## src/rtl/mmu_pkg.sv

```systemverilog
// mmu_pkg: shared address-map constants for the 6809 MMU and decoder
package mmu_pkg;
    localparam logic [7:0]  FFXX_PAGE = 8'hFF;
    localparam logic [7:0]  FE_PAGE   = 8'hFE;
    localparam logic [3:0]  UART_NIB  = 4'h0;
    localparam logic [3:0]  CF_NIB    = 4'h2;
    localparam logic [3:0]  RTC_NIB   = 4'h4;
    localparam logic [15:0] PTE_BASE  = 16'hFEC0;
    localparam logic [15:0] USERMODE  = 16'hFEFF;
    localparam int          PTE_VALID = 7;
endpackage

```

## src/rtl/mmu_pagetable.sv

```systemverilog
// mmu_pagetable: eight 8-bit page table entries, written on E fall, read combinationally
module mmu_pagetable (
    input  logic       clk,
    input  logic       rst_n,
    input  logic       we,
    input  logic [2:0] waddr,
    input  logic [7:0] wdata,
    input  logic [2:0] raddr,
    output logic [7:0] rdata
);
    logic [7:0] pte [8];

    // clear every entry on reset, otherwise store the CPU write on the falling E edge
    always_ff @(negedge clk or negedge rst_n) begin
        if (!rst_n) begin
            for (int i = 0; i < 8; i++) pte[i] <= 8'h00;
        end else if (we) begin
            pte[waddr] <= wdata;
        end
    end

    assign rdata = pte[raddr];
endmodule

```

## src/rtl/mmu_decode.sv

```systemverilog
// mmu_decode: 6809 address decoder, chip selects, page translation and kernel/user mode
module mmu_decode
    import mmu_pkg::*;
(
    input  logic        i_eclk,
    input  logic        i_reset_n,
    input  logic        i_rw,
    input  logic [15:0] i_addr,
    input  logic [7:0]  i_data,
    input  logic        i_kmodeset,
    output logic        romcs_n,
    output logic        ramcs_n,
    output logic        uartcs_n,
    output logic        cfcs_n,
    output logic        rtccs_n,
    output logic [5:0]  paddr,
    output logic        pgfault_n,
    output logic        ffxx,
    output logic        kernio,
    output logic        kupper,
    output logic        kernel
);
    logic [7:0] pte;
    logic       pte_we;
    logic       pte_unused;

    assign pte_we = kernel && !i_rw && i_addr[15:3] == PTE_BASE[15:3];

    mmu_pagetable u_pagetable (
        .clk   (i_eclk),
        .rst_n (i_reset_n),
        .we    (pte_we),
        .waddr (i_addr[2:0]),
        .wdata (i_data),
        .raddr (i_addr[15:13]),
        .rdata (pte)
    );

    // vector fetches force kernel mode; touching $FEFF in kernel drops to user mode
    always_ff @(negedge i_eclk or negedge i_reset_n) begin
        if (!i_reset_n) kernel <= 1'b1;
        else if (i_kmodeset) kernel <= 1'b1;
        else if (kernel && i_addr == USERMODE) kernel <= 1'b0;
    end

    assign pte_unused = pte[6];
    assign ffxx      = i_addr[15:8] == FFXX_PAGE;
    assign kernio    = kernel && i_addr[15:8] == FE_PAGE;
    assign kupper    = kernel && i_addr[15];
    assign paddr     = pte[5:0];
    assign pgfault_n = kernel || ffxx || pte[PTE_VALID];
    assign romcs_n   = !(ffxx || (kupper && !kernio));
    assign uartcs_n  = !(kernio && i_addr[7:4] == UART_NIB);
    assign cfcs_n    = !(kernio && i_addr[7:4] == CF_NIB);
    assign rtccs_n   = !(kernio && i_addr[7:4] == RTC_NIB);
    assign ramcs_n   = !(!ffxx && !kupper && pgfault_n);
endmodule

```

## config.mk

```make
export PLATFORM = sky130hd
export DESIGN_NAME = mmu_decode
export DESIGN_NICKNAME = d
export VERILOG_FILES = /design/src/rtl/mmu_pkg.sv /design/src/rtl/mmu_pagetable.sv /design/src/rtl/mmu_decode.sv
export SDC_FILE = /design/constraint.sdc
export NUM_CORES = 1
export LEC_CHECK = 0
export ABC_CLOCK_PERIOD_IN_PS = 4250
export BUFFER_PORTS_ARGS = -buffer_cell sky130_fd_sc_hd__buf_2
export CORE_ASPECT_RATIO = 0.6
export CORE_MARGIN = 3
export CORE_UTILIZATION = 60
export DETAILED_ROUTE_END_ITERATION = 10
export PLACE_DENSITY = 0.82
export SYNTH_ARGS = -nofsm -noshare
export SYNTH_HDL_FRONTEND = slang
export SYNTH_SLANG_ARGS = --single-unit
```

## constraint.sdc

```tcl
create_clock -name i_eclk -period 4.25 [get_ports i_eclk]
set_clock_uncertainty 0.1 [all_clocks]
set_input_delay 0.85 -clock i_eclk [delete_from_list [all_inputs] [get_ports i_eclk]]
set_output_delay 0.85 -clock i_eclk [all_outputs]
set_load 0.03 [all_outputs]
```

==> results of run 1 <==
-- through the flow --
step	hold WS, ps	instance area (sq um)	std cells	util, %
CTS	354	3980	338	92.5
detailed placement	354	3410	316	79.3
global placement	343	3410	316	79.3
floorplan	335	2880	185	-
-- kinds of logic after synthesis --
family	Yosys count	synth area share, %
simple gates	38	8.36
flops	57	50.8
compound gates	4	1.02
buf+inv	9	1.60
mux	77	38.3
-- repair_timing --
action                                  in CTS
resized for setup                           87
gates cloned                                 0
pin swaps                                    5
endpoints found under the setup margin      64
setup buffers                                7
==> results.ini, run 1 <==
[logic_synthesis]
synth.cells.most_frequent=dfrtn_1, mux2_2, mux2_4, mux4_2, nor2_1
yosysTopAreaCellShare_pct=49.8
synth_area_leaders=dfrtn_1, mux2_2, mux4_2, mux2_4, nor2_1
synth_edf_count=0
yosys.area.top_type=dfrtn_1
ys_seq_area_share_pct=50.8
syn-num-nets=213
syn_avg_cell_area_sq_um=15.2
synth_warnings=0
synth_cells=185
ys_ff_latch=57
syn_area_sq_um=2810
ys_types=32
synth_flop_cell=dfrtn_1
async_flop_share_pct=100
yosys.cell_count.top_type=dfrtn_1

[clock_network]
cts_sinks=57
root_buffer=clkbuf_8
cts_buffer_depth=2
cts-buffers-inserted=9
cts_hold_buf=0
cts.htree.levels=3

[sta]
worst_path_end_type=primary output
worst_endpoint=cfcs_n

[place]
dp_hpwl_um=5070
gp_congestion=0.801
preCtsSetupSlack_ps=-568
port_buffers=42

[floorplan]
die_y_um=59.0
die_w_um=94.4
pin_count=44
initial_core_util_pct=65.4
rows=18

[run_status]
status=stopped before the end
stop_stage=global routing (5_1_grt)
stop_error=[ERROR DPL-0033] detailed placement checks failed during check placement.

[grt]
antenna_found_initial=0
grt_max_degree=23

==> run 2, diff against run 1 <==
CORE_ASPECT_RATIO = unset   (was 0.6)
CORE_UTILIZATION = 40   (was 60)
PLACE_DENSITY = unset   (was 0.82)
PLACE_DENSITY_LB_ADDON = 0.15   (was unset)
==> run 2 against run 1 <==
  * The flow now finishes, with violations (negative setup slack)
  * Synthesized cell count stayed put
  * Synthesized area unchanged
==> results.ini, run 2 <==
[run_status]
status=complete, but fails checks  ; was stopped before the end
violations=negative setup slack

[logic_synthesis]
yosys.cell_count.top_type=dfrtn_1  ; unchanged
yosys.area.top_type=dfrtn_1  ; unchanged
syn_avg_cell_area_sq_um=15.2  ; unchanged
async_flop_share_pct=100  ; unchanged
synth.cells.most_frequent=dfrtn_1, mux2_2, mux2_4, mux4_2, nor2_1  ; unchanged
yosysTopAreaCellShare_pct=49.8  ; unchanged
ys_types=32  ; unchanged
ys_seq_area_share_pct=50.8  ; unchanged
synth_warnings=0  ; unchanged
synth_cells=185  ; unchanged
synth_edf_count=0  ; unchanged
ys_ff_latch=57  ; unchanged
syn_area_sq_um=2810  ; unchanged
synth_area_leaders=dfrtn_1, mux2_2, mux4_2, mux2_4, nor2_1  ; unchanged
synth_flop_cell=dfrtn_1  ; unchanged
syn-num-nets=213  ; unchanged

[sta]
hold_slack_ps=351
setup_viol=27
worst_slack_ps=-415
slew_headroom_pct=73.9
rsz0062_at_grt=true
hold_violations=0
slew_viol_final=0
worst_slew_pin_slew_ps=392

[place]
gp_congestion=0.815  ; was 0.801
dp_hpwl_um=4550  ; was 5070 um
port_buffers=42  ; unchanged
dp.cells=348  ; was 316

[critical_path]
cp.required_ps=3300
worst_setup_path_end_kind=primary output
startpoint_type=register
reg2reg_from=kernel
worstPathArrival_ps=3710
worst-path-max-fanout=3
slowest_delay_ps=530
crit_type=register to primary output
critPathLaunch=kernel
path_buf_inv=1
crit_chain=nand4_1 -> or3b_4 -> buf_6
crit_slowest_cell=dfstp_2
crit_family=simple AND/OR/NAND/NOR gates

[detailed_routing]
vias=1904
wl_um=6740
highest_layer=met4
drt_iter0_drc=79
drc_errors=0
via_per_inst=5.09
routedWlPerCell_um=18.0
wirelength_met1_um=3090
wl_met3_um=271
wl_met2_um=3280
ant_nets=0
first_pass_iters=4

[final_layout]
nNetsFinal=304
layout_common_cells=dfrtn_1, mux2_2, buf_4
nFillCells=539
diodes=0
reg_top3=u_pagetable.pte x56, kernel x1
regMostFlops=u_pagetable.pte
final_common_cell=dfrtn_1
syn2layout_area_growth_pct=39.5
post_route_cells_drive_above_1_share_pct=70.1
finalNonFillerCells=374
largest_reg_flops=56

[grt]
grt_pass1_wl_um=10600
antenna_found_initial=0
grt_pass1_vias=2038
grt_max_degree=18
grt.total_usage_pct=17.2
grt_overflow=0

[pwr]
power_uw=1160
irDropWorstVdd_mv=0.150
p_per_area_nw_per_um2=297
p_leak_uw=0.00196

[clock_network]
cts_buffer_depth=2  ; unchanged
insertion_delay_ps=370
cts_sinks=57  ; unchanged
cts_hold_buf=0  ; unchanged
cts-buffers-inserted=9  ; unchanged
cts.htree.levels=3  ; unchanged
cts_tree=built
root_buffer=clkbuf_8  ; unchanged
clk_pin_slew_ps=50

[worst_hold_path]
hold_class=register to register
min-delay-start=u_pagetable.pte[29]

[floorplan]
pin_count=44  ; unchanged
die_area_sq_um=8070
rows=29  ; was 18
initial_core_util_pct=42.8  ; was 65.4%
die_w_um=89.9  ; was 94.4 um
core_region_area_sq_um=6570
die_y_um=89.9  ; was 59.0 um

[job]
cap_viol_max_count=0

==> run 2: cell counts after synthesis <==
Identical to the previous run, type by type.
==> run 2: kinds of logic after synthesis <==
family	Yosys count	share of synthesized area [%]
multiplexers	77	38.3
buffers and inverters	9	1.60
AND/OR/NAND/NOR	38	8.36
flip-flops	57	50.8
AO/OA/AOI/OAI	4	1.02
==> run 2: path summary, 6_finish.rpt <==
check	endpoint	slack (ps)	cells past startpoint
setup reg to reg	u_pagetable.pte[47]	1620	10
min in group asynchronous	u_pagetable.pte[11]	2350	1
max in group asynchronous	u_pagetable.pte[36]	1140	2
hold reg to reg	u_pagetable.pte[29]	350	1
setup / recovery	cfcs_n	-410	3
hold / removal	u_pagetable.pte[29]	350	1
==> run 2: routing by layer <==
layer / up-vias / GRT usage [%]
met4: 0 / 6.12
met1: 971 / 22.0
met5: - / 0
met2: 43 / 28.1
li1: 881 / -
met3: 9 / 4.67
==> run 2: worst reg2reg max path, cell delays in order, from the launching register on <==
cell       delay, ps
dfstp_2          530
buf_4            100
buf_6            110
buf_6            100
buf_4             90
buf_4             90
nor3b_4          230
nand4bb_1        170
or4_4            450
buf_12           170
mux2_4           290
==> run 2: cell type report <==
cell class	instances	area [sq um]	area share, %
multi-input combinational	119	1460	37.2
sequential	57	1430	36.4
timing repair buffer	88	711	18.1
clock buffer	14	173	4.40
tap	93	116	2.96
clock inverter	3	38.8	0.988
==> run 2: stage by stage <==
stage / cell area (sq um) / setup TNS [ps] / worst slack [ps] / util, %
3_5_place_dp: 3410 / -18810 / -442 / 51.9
4_1_cts: 3820 / -5460 / -423 / 58.2
5_1_grt: 3930 / -7170 / -472 / 59.8
3_3_place_gp: 3410 / -18820 / -442 / 51.9
2_1_floorplan: 2880 / -10290 / -292 / -
6_report: 3930 / -5760 / -415 / 59.8
==> run 2: timing repair <==
item | 4_1_cts | 5_1_grt
resized for setup | 47 | 19
setup buffers | 7 | 4
pin swaps | 0 | 4
setup endpoints to repair | 36 | 45
==> run 2: power breakdown <==
group	switching, uW	internal [uW]	leakage (uW)
Clock	214	320	0.000112
Sequential	0.0849	546	0.000793
Combinational	48.6	36.5	0.00105
Total	263	902	0.00196
No activity file was read; power rests on OpenSTA's default activity.
